`config.mk`:
```
export PLATFORM = sky130hd
export DESIGN_NAME = seven_segment_scanner
export DESIGN_NICKNAME = d
export VERILOG_FILES = /design/src/rtl/seven_segment_scanner.sv
export SDC_FILE = /design/constraint.sdc
export NUM_CORES = 1
export LEC_CHECK = 0
export BUFFER_PORTS_ARGS = -buffer_cell sky130_fd_sc_hd__clkbuf_2
export CELL_PAD_IN_SITES_DETAIL_PLACEMENT = 0
export CELL_PAD_IN_SITES_GLOBAL_PLACEMENT = 1
export CORE_MARGIN = 1
export CORE_UTILIZATION = 45
export CTS_BUF_LIST = sky130_fd_sc_hd__clkbuf_8
export CTS_CLUSTER_DIAMETER = 120
export DETAILED_ROUTE_END_ITERATION = 8
export GPL_TIMING_DRIVEN = 0
export MAX_ROUTING_LAYER = met4
export PLACE_DENSITY_LB_ADDON = 0.1
export SETUP_SLACK_MARGIN = 0.05
export SLEW_MARGIN = 10
export SYNTH_ARGS = -nofsm -noshare
export SYNTH_HDL_FRONTEND = slang
export SYNTH_SLANG_ARGS = --single-unit
```
`constraint.sdc`:
```
create_clock -name clk -period 2.6 [get_ports clk]
set_input_delay 0.52 -clock clk [delete_from_list [all_inputs] [get_ports clk]]
set_output_delay 0.52 -clock clk [all_outputs]
set_load 0.01 [all_outputs]
```
`src/rtl/seven_segment_scanner.sv`:
```
// rtl/seven_segment_scanner.sv - time-multiplexed scan controller sharing one seven-segment decoder
// Optional feature macro: SEG_LEADING_ZERO_BLANK_EN (suppress leading-zero digits above digit 0).
module seven_segment_scanner #(
  parameter int NUM_DIGITS   = 4,
  parameter int REFRESH_DIV  = 1000,
  parameter int BLANK_CYCLES = 16
) (
  input  logic                          clk,
  input  logic                          rst,
  input  logic                          load,
  input  logic [4*NUM_DIGITS-1:0]       digits_in,
  input  logic [NUM_DIGITS-1:0]         blank_mask,
  output logic [3:0]                    seg_in,
  output logic [NUM_DIGITS-1:0]         anode_n,
  output logic [$clog2(NUM_DIGITS)-1:0] digit_idx,
  output logic                          frame_start,
  output logic                          pending
);
  localparam int IW = $clog2(NUM_DIGITS);
  localparam int CW = $clog2(REFRESH_DIV);

  typedef enum logic {BLANK, SHOW} state_t;

  state_t                  state, state_nx;
  logic                    running;
  logic [CW-1:0]           slot_cnt, cnt_nx;
  logic [IW-1:0]           idx_nx;
  logic [4*NUM_DIGITS-1:0] display, pend_data, disp_nx;
  logic [NUM_DIGITS-1:0]   lead_zero, suppress, anode_nx;
  logic [3:0]              nib_nx;
  logic                    slot_end, frame_end, boundary, run_zero;

  // Registers hold the cycle being presented; the first edge out of reset
  // presents cycle 0 of slot 0 without advancing the counters.
  always_comb begin
    slot_end  = (slot_cnt == CW'(REFRESH_DIV - 1));
    frame_end = slot_end && (digit_idx == IW'(NUM_DIGITS - 1));
    boundary  = !running || frame_end;

    cnt_nx = (!running || slot_end) ? '0 : slot_cnt + 1'b1;
    if (boundary)
      idx_nx = '0;
    else if (slot_end)
      idx_nx = digit_idx + 1'b1;
    else
      idx_nx = digit_idx;

    if (cnt_nx == '0)
      state_nx = BLANK;
    else if (cnt_nx == CW'(BLANK_CYCLES))
      state_nx = SHOW;
    else
      state_nx = state;

    if (boundary && load)
      disp_nx = digits_in;
    else if (boundary && pending)
      disp_nx = pend_data;
    else
      disp_nx = display;

    nib_nx = 4'h0;
    for (int k = 0; k < NUM_DIGITS; k++)
      if (IW'(k) == idx_nx)
        nib_nx = disp_nx[4*k +: 4];

    run_zero  = 1'b1;
    lead_zero = '0;
`ifdef SEG_LEADING_ZERO_BLANK_EN
    for (int k = NUM_DIGITS - 1; k >= 0; k--) begin
      run_zero     = run_zero && (disp_nx[4*k +: 4] == 4'h0);
      lead_zero[k] = run_zero && (k != 0);
    end
`else
    lead_zero = '0;
`endif
    suppress = blank_mask | lead_zero;

    anode_nx = '1;
    if (state_nx == SHOW)
      for (int k = 0; k < NUM_DIGITS; k++)
        if (IW'(k) == idx_nx && !suppress[k])
          anode_nx[k] = 1'b0;
  end

  always_ff @(posedge clk) begin
    if (rst) begin
      state       <= BLANK;
      running     <= 1'b0;
      slot_cnt    <= '0;
      digit_idx   <= '0;
      anode_n     <= '1;
      seg_in      <= 4'h0;
      frame_start <= 1'b0;
      pending     <= 1'b0;
      display     <= '0;
      pend_data   <= '0;
    end else begin
      running     <= 1'b1;
      state       <= state_nx;
      slot_cnt    <= cnt_nx;
      digit_idx   <= idx_nx;
      anode_n     <= anode_nx;
      frame_start <= boundary;
      display     <= disp_nx;
      // Nibble changes only while all digits are dark, so the decoder settles first.
      if (cnt_nx == '0)
        seg_in <= nib_nx;
      if (boundary) begin
        pending <= 1'b0;
      end else if (load) begin
        pending   <= 1'b1;
        pend_data <= digits_in;
      end
    end
  end
endmodule

```
==> impl_metrics.yaml, run 1 <==
placement:
  placed_cells_incl_taps: 443
  dpl-instance-area_sq_mm: 0.00308
  dpl.hpwl_um: 5290
  place_congestion: 0.860
  port_buffers: 33
sta:
  fin_crit_sh_pct: 93.1
  rsz0062_at_grt: "no"
  setup_viol: 0
  slew_viol_final: 0
  worstMarginPinSlew_ns: 0.625
  clock_skew_ns: 0.00382
  report.final.hold_viol_count: 0
  setup_tns_ns: 0
  maxSlewHeadroom_pct: 58.3
  fmax_mhz: 413
  min_period_ns: 2.42
synthesis:
  synth_area_sq_mm: 0.00282
  synth_edf_count: 0
  avgSynthCellArea_sq_um: 8.42
  syn_nets: 360
  synthXorXnorAreaFrac_pct: 3.11
  yosys.area_share.simple_pct: 28.9
  synth_flop_cell: "dfxtp_1"
  synth_top_family_by_area: "simple AND/OR/NAND/NOR gates"
  synth_cells: 335
  yosysWarningCount: 0
  synth_compound_area_share_pct: 18.3
  yosys.area_share.adder_pct: 0.887
  synth-seq-cells: 56
  muxShareOfSynthArea_pct: 4.61
  synth_cell_type_count: 54
  synth-async-reset-ratio_pct: 0
  ys_seq_area_share_pct: 39.8
drt:
  routedWlPerCell_um: 15.9
  antenna_left: 0
  route.vias.total: 2478
  wirelength_um: 7190
  vias_per_cell: 5.49
  drt_iter0_drc: 109
  firstDrtPassIters: 4
  drc_errors: 0
die:
  core_area_sq_mm: 0.00599
  rows: 28
  die_area_sq_mm: 0.00659
  floorplan.die.height_um: 81.2
  io_pins: 35
  dieWidth_um: 81.2
  start_util_pct: 47.1
global_route:
  grt_pass1_wl_um: 11600
  track_usage_pct: 23.8
  use_met3_pct: 4.04
  grt.busiest_layer: "met2"
  grt_util_met1_pct: 31.3
  met2_usage_pct: 37.4
  grt-ovfl-total: 0
  grt_pass1_vias: 2260
  grt_max_degree: 16
  antenna_found_initial: 0
critical_path:
  cp_top_family: "compound AO/OA/AOI/OAI gates"
  crit_path_top_delay_cell: "or4_1"
  cp.required_ns: 2.79
  path_max_fanout: 6
  cp_cell_sequence: "ha_4 -> and4_4 -> a211oi_1 -> a311o_1 -> a311oi_2 -> a31oi_2 -> or4_1"
  cpPeakStageDelay_ns: 0.43
  r2r_slack_ns: 0.18
  ff2ff_path_depth: 7
  cp.depth: 7
  critPathBufInv: 0
  setup.worst_path.end_class: "flip-flop"
  critPathLaunchType: "flip-flop"
  cp.arrival_ns: 2.61
  worstSetupPathType: "flip-flop to flip-flop"
cts:
  cts_buffers: 5
  clockBufferDepth: 2
  clk_pin_slew_ns: 0.10
  cts_root_buf: "clkbuf_8"
  cts.htree.levels: 2
  cts_num_sinks: 56
  clkLatencyLatePin_ns: 0.31
  holdBufCountCts: 0
  tritoncts: "done"
finish:
  area_growth_pct: 13.9
  final_cells: 451
  nets: 401
  final_area_sq_mm: 0.00321
  drive_above_1_share_pct: 18.6
  diodes: 0
power:
  power.total_uw: 1590
  pwr_density_cell_mw_per_mm2: 495
  peakVddDrop_mv: 0.284
  leakage_uw: 0.00124
min_path:
  hold_path.class: "input pin to flip-flop"
  min_path_cells: 2
run_status:
  status: "finished clean"
job:
  max_cap_violations: 0
-- stage by stage --
| step | hold slack [ns] | setup WS [ns] | util (%) |
|---|---|---|---|
| floorplan | 0.437 | 0.313 | - |
| global placement | 0.444 | -0.0676 | 51.4 |
| detailed placement | 0.447 | -0.128 | 51.4 |
| CTS | 0.389 | 0.0550 | 52.9 |
| global route | 0.385 | 0.0591 | 53.6 |
| finish | 0.391 | 0.181 | 53.6 |
-- cell usage after synthesis, types with 2 or more instances --
cell type / number / area share (%)
nand3_1: 28 / 5.0
o21ai_0: 8 / 1.4
o22ai_1: 6 / 1.3
nor3_1: 12 / 2.1
and3_1: 9 / 2.0
or3_1: 3 / 0.67
nand2b_1: 8 / 1.8
mux2i_1: 13 / 4.6
o211ai_1: 2 / 0.53
buf_4: 3 / 0.80
xor2_1: 6 / 1.9
or4_1: 2 / 0.53
and2_1: 9 / 2.0
inv_1: 7 / 0.93
a211oi_1: 4 / 1.1
o32ai_1: 3 / 0.93
nor2_1: 39 / 5.2
nand2_1: 28 / 3.7
a221o_1: 3 / 1.1
a211o_1: 3 / 0.93
ha_1: 2 / 0.89
a21oi_1: 20 / 3.5
nand4b_1: 2 / 0.62
xnor2_1: 4 / 1.2
o22a_1: 9 / 2.8
dfxtp_1: 56 / 40
clkbuf_1: 14 / 1.9
buf_2: 4 / 0.71
nor2b_1: 3 / 0.67
-- path summary, 6_finish.rpt --
check	from	endpoint
hold reg to reg	pend_data[10]	pend_data[10]
setup reg to reg	slot_cnt[0]	anode_n[0]
setup / recovery	slot_cnt[0]	anode_n[0]
hold / removal	blank_mask[2]	anode_n[2]
-- worst register-to-register path, delay by kind of cell, from the launching register on --
kind            cells  cell delay, ns
compound gates      4            1.03
simple gates        2            0.66
flops               1            0.42
fa+ha+maj           1            0.19
-- cell usage in the layout, fill, tap and decap left out, types with 2 or more instances in the layout --
cell	count
a211oi_1	3
nand4b_1	2
nor2_1	38
and3_1	9
o22ai_1	6
buf_2	5
a21oi_1	20
clkbuf_1	12
o22a_1	9
or4_1	2
nand2_1	27
buf_4	4
nand2b_1	8
o32ai_1	3
dfxtp_2	4
nand3_1	28
a221o_1	3
nor3_1	12
or3_1	3
clkbuf_8	5
mux2i_1	13
inv_1	8
a211o_1	3
o211ai_1	2
and2_1	9
dfxtp_1	52
clkbuf_2	34
xnor2_1	4
nor2b_1	2
xor2_1	6
o21ai_0	7
-- kinds of logic (layout without fill, tap and decap cells) --
family | Yosys count | count (layout)
mux | 13 | 13
flops | 56 | 56
compound gates | 70 | 70
fa+ha+maj | 2 | 2
simple gates | 155 | 155
xor+xnor | 10 | 10
buf+inv | 29 | 70
-- flip-flops by register name, summed over array words and instances (netlist names) --
| signal | count |
|---|---|
| display | 16 |
| pend_data | 16 |
| slot_cnt | 10 |
| anode_n | 4 |
| seg_in | 4 |
| digit_idx | 2 |
| frame_start | 1 |
| pending | 1 |
| running | 1 |
| state | 1 |
-- power breakdown --
part           switching, uW  leakage, uW  total (uW)  internal (uW)
registers               20.6     0.000459         913            892
logic                    130     0.000732         221           90.7
clock network            277    0.0000452         458            181
-- layout make-up --
cell class                 count  area (sq um)
sequential                    56          1130
fill                         623          2780
timing repair buffer          34           173
tap                           75          93.8
inverter                       7          26.3
clock inverter                 2          8.76
clock buffer                   5          68.8
buffer                        22           101
multi-input combinational    250          1610
-- per-layer routing --
metal | vias to the layer above | wire length (um)
met5 | - | 0
met4 | 0 | 114
met1 | 1140 | 3520
met3 | 10 | 215
li1 | 1290 | -
met2 | 38 | 3340
-- what timing repair did --
action,4_1_cts,5_1_grt
resized for setup,4,14
setup endpoints to repair,18,17
pin swaps,1,1
buffers inserted,0,1
Power figures use the tool's default switching activity.
==> run 2, diff against run 1 <==
Settings changed: BUFFER_PORTS_ARGS -buffer_cell sky130_fd_sc_hd__clkbuf_2 to -buffer_cell sky130_fd_sc_hd__buf_2.
Clock period 2.6 ns to 2.73 ns, I/O delays scaled along.
==> impl_metrics.yaml, run 2 (synthesis results as in run 1) <==
placement:
  dpl.hpwl_um: 5330
  placed_cells_incl_taps: 443
  port_buffers: 33
  place_congestion: 0.854
drt:
  vias_per_cell: 5.48
  routedWlPerCell_um: 16.0
  wirelength_um: 7200
  firstDrtPassIters: 4
  antenna_left: 0
  route.vias.total: 2471
  drt_iter0_drc: 84
  drc_errors: 0
critical_path:
  cp_cell_sequence: "ha_2 -> and4_4 -> a211oi_1 -> a311o_1 -> a311oi_4 -> a31oi_2 -> or4_1"
  crit_path_top_delay_cell: "or4_1"
  worstSetupPathType: "flip-flop to flip-flop"
  worstReg2RegEnd: "anode_n[0]"
  setup.worst_path.end_class: "flip-flop"
  ff2ff_path_depth: 7
  critPathLaunchType: "flip-flop"
  r2r_start: "slot_cnt[1]"
  r2r_slack_ns: 0.24
  cp.arrival_ns: 2.69
  cp.required_ns: 2.93
  path_max_fanout: 6
  cpPeakStageDelay_ns: 0.43
global_route:
  grt_max_degree: 17
  grt-ovfl-total: 0
  track_usage_pct: 23.9
  antenna_found_initial: 0
  grt_pass1_vias: 2245
  grt_pass1_wl_um: 11500
cts:
  cts_num_sinks: 56
  postCtsSetupBuffers: 0
  clockBufferDepth: 2
  cts_root_buf: "clkbuf_8"
  cts.htree.levels: 2
  cts_buffers: 5
  tritoncts: "done"
  clkLatencyLatePin_ns: 0.32
  clk_pin_slew_ns: 0.10
die:
  core_area_sq_mm: 0.00599
  floorplan.die.height_um: 81.2
  dieWidth_um: 81.2
  io_pins: 35
  rows: 28
  die_area_sq_mm: 0.00659
  start_util_pct: 47.1
sta:
  report.final.hold_viol_count: 0
  maxSlewHeadroom_pct: 57.5
  clock_skew_ns: 0.00720
  slew_viol_final: 0
  fmax_mhz: 401
  min_period_ns: 2.49
  worstMarginPinSlew_ns: 0.638
  setup_tns_ns: 0
  fin_crit_sh_pct: 91.3
  rsz0062_at_grt: "no"
  setup_viol: 0
finish:
  drive_above_1_share_pct: 17.0
  reg.largest.list: "display: 16 flops, pend_data: 16 flops, slot_cnt: 10 flops"
  nets: 400
  mostFrequentLayoutCell: "dfxtp_1"
  area_growth_pct: 14.3
  diodes: 0
  layout_common_cells: "55 x dfxtp_1, 39 x nor2_1, 37 x buf_2"
  final_cells: 451
min_path:
  whs_endpoint: "anode_n[1]"
  hold_path.startpoint: "blank_mask[1]"
  hold_path.class: "input pin to flip-flop"
  min_path_cells: 2
run_status:
  status: "finished clean"
power:
  pwr_density_cell_mw_per_mm2: 504
  peakVddDrop_mv: 0.283
  leakage_uw: 0.00122
job:
  max_cap_violations: 0
[run 2: changes by cell type in the layout (fill, tap and decap cells not counted), sizes merged]
cell / before / now
clkbuf: 51 / 19
buf: 10 / 41
bufinv: 0 / 1
[run 2: layout make-up]
class                      instances  area, sq um
inverter                           7         26.3
sequential                        56         1120
clock buffer                       5         68.8
fill                             616         2770
buffer                            22          103
timing repair buffer              33          165
clock inverter                     3         38.8
tap                               75         93.8
multi-input combinational        250         1610
[run 2: how the worst max path moves through the flow]
stage                      from            end  slack [ns]
finish              slot_cnt[1]     anode_n[0]        0.24
global route        slot_cnt[1]      seg_in[2]        0.09
CTS                 slot_cnt[0]   pend_data[8]        0.08
detailed placement  slot_cnt[0]   pend_data[8]       0.009
global placement    slot_cnt[0]  pend_data[14]        0.07
floorplan           slot_cnt[0]     anode_n[0]        0.44
[run 2: critical path, delay by kind of cell, from the launching register on]
family,cells,cell delay [ns]
compound gates,4,1.03
flops,1,0.41
simple gates,2,0.67
fa+ha+maj,1,0.27
[run 2: where the power goes]
group | total [uW] | internal (uW) | leakage (uW) | switching, uW
logic | 208 | 85.3 | 0.000707 | 123
registers | 868 | 849 | 0.000458 | 18.9
clock network | 547 | 269 | 0.0000593 | 278
[run 2: what timing repair did]
item | 4_1_cts | 5_1_grt
endpoints found under the setup margin | 10 | 18
hold buffers | 0 | 0
gates resized for setup | 1 | 10
[run 2: routing by layer]
layer / vias up / global-route usage, % / wire (um)
met3: 8 / 4.38 / 188
met5: - / - / 0
met1: 1154 / 31.0 / 3500
li1: 1277 / - / -
met2: 32 / 38.0 / 3410
met4: 0 / 6.25 / 93
[run 2: metrics by stage]
stage | util [%] | hold WS [ns] | power [uW] | instance area [sq um] | setup WS (ns)
floorplan | - | 0.437 | 1020 | 2820 | 0.443
global route | 53.8 | 0.408 | 1690 | 3220 | 0.0900
finish | 53.8 | 0.405 | 1620 | 3220 | 0.239
CTS | 53.2 | 0.408 | 1630 | 3190 | 0.0827
global placement | 51.4 | 0.444 | 1090 | 3080 | 0.0671
detailed placement | 51.4 | 0.451 | 1090 | 3080 | 0.00929
==> run 3, diff against run 2 <==
Settings changed: CELL_PAD_IN_SITES_DETAIL_PLACEMENT 0 to 1, CORE_UTILIZATION 45 to 31.
==> impl_metrics.yaml, run 3 (synthesis results as in run 1) <==
sta:
  fin_crit_sh_pct: 93.3
  fmax_mhz: 393
  report.final.hold_viol_count: 0
  clock_skew_ns: 0.00782
  fin_hold_ws_ns: 0.407
  setup_viol: 0
  worstMarginPinSlew_ns: 0.664
  maxSlewHeadroom_pct: 55.8
  rsz0062_at_grt: "no"
  min_period_ns: 2.55
  setup_slack_ns: 0.184
  slew_viol_final: 0
drt:
  wirelength_um: 8630
  routedWlPerCell_um: 17.8
  route.vias.total: 2553
  firstDrtPassIters: 4
  vias_per_cell: 5.27
  antenna_left: 0
  drt_iter0_drc: 71
  drc_errors: 0
critical_path:
  setup.worst_path.end_class: "flip-flop"
  critPathLaunchType: "flip-flop"
  cp.required_ns: 2.92
  path_max_fanout: 6
  cp.arrival_ns: 2.74
  worstSetupPathType: "flip-flop to flip-flop"
cts:
  cts.htree.levels: 2
  clockBufferDepth: 2
  postCtsSetupBuffers: 0
  cts_root_buf: "clkbuf_8"
  clkLatencyLatePin_ns: 0.32
  tritoncts: "done"
  cts_buffers: 5
  cts_num_sinks: 56
  clk_pin_slew_ns: 0.11
finish:
  nets: 400
  reg.largest.list: "display: 16 flops, pend_data: 16 flops, slot_cnt: 10 flops"
  area_growth_pct: 15.5
  drive_above_1_share_pct: 17.8
  layout_common_cells: "55 x dfxtp_1, 38 x nor2_1, 38 x buf_2"
  diodes: 0
  mostFrequentLayoutCell: "dfxtp_1"
die:
  die_area_sq_mm: 0.00948
  rows: 34
  floorplan.die.height_um: 97.4
  io_pins: 35
  dieWidth_um: 97.4
  core_area_sq_mm: 0.00876
  start_util_pct: 32.2
global_route:
  grt_pass1_vias: 2612
  grt-ovfl-total: 0
  grt_pass1_wl_um: 14100
  track_usage_pct: 19.3
  grt_max_degree: 20
  antenna_found_initial: 0
placement:
  port_buffers: 33
  dpl.hpwl_um: 6370
  dp_slack_ns: -0.117
  place_congestion: 0.757
power:
  peakVddDrop_mv: 0.205
  p_int_uw: 1120
  pwr_density_cell_mw_per_mm2: 486
  p_clk_share_pct: 31.2
  p_seq_share_pct: 54.9
  leakage_uw: 0.00123
  p_sw_share_pct: 28.9
  switchingPower_uw: 458
  pwr-share-comb_pct: 13.9
job:
  max_cap_violations: 0
min_path:
  hold_path.class: "input pin to flip-flop"
run_status:
  status: "finished clean"
==> run 3: layout make-up <==
cell class / instances / area [sq um]
clock buffer: 5 / 68.8
multi-input combinational: 250 / 1610
sequential: 56 / 1120
clock inverter: 3 / 27.5
fill: 1072 / 5510
tap: 108 / 135
buffer: 22 / 103
inverter: 7 / 26.3
timing repair buffer: 33 / 165
==> run 3: path summary, 6_finish.rpt <==
path                            cells after the start     startpoint             to  slack [ns]
worst max-delay path                                7    slot_cnt[0]     anode_n[2]        0.18
worst min-delay path                                2  blank_mask[0]     anode_n[0]        0.41
worst max register to register                      7    slot_cnt[0]     anode_n[2]        0.18
worst min register to register                      2  pend_data[13]  pend_data[13]        0.47
==> run 3: worst max-delay path: stages, from the launching register on <==
cell and delay (ns):
dfxtp_1 0.43, ha_2 0.28, and4_4 0.25, a211oi_1 0.07, a311o_1 0.37, a311oi_4 0.40
a31oi_2 0.20, or4_1 0.43
==> run 3: per-stage QoR <==
step | setup TNS (ns) | cell area [sq um] | utilization (%) | total power [uW] | std cells
after detailed placement | -0.890 | 3120 | 35.6 | 1100 | 476
after floorplan | 0 | 2820 | - | 1020 | 335
after CTS | 0 | 3220 | 36.8 | 1610 | 484
after global placement | -0.675 | 3120 | 35.6 | 1100 | 476
after global routing | 0 | 3260 | 37.2 | 1660 | 484
final | 0 | 3260 | 37.2 | 1580 | 484
==> run 3: timing repair <==
| action | in CTS | in global routing |
|---|---|---|
| gates resized for setup | 3 | 12 |
| hold buffers | 0 | 0 |
| setup endpoints to repair | 12 | 17 |
==> run 3: per-layer routing <==
layer / part of all wire [%] / track usage [%]
met5: 0 / -
met4: 0.57 / 3.96
met3: 2.3 / 2.59
met2: 44 / 30.1
met1: 53 / 26.7
==> run 3: power by group through the flow <==
stage / clock, uW / sequential [uW] / combinational [uW]
after global placement: 0 / 886 / 213
after detailed placement: 0 / 887 / 217
final: 494 / 868 / 220
after floorplan: 0 / 885 / 135
after global routing: 546 / 872 / 245
after CTS: 520 / 869 / 218
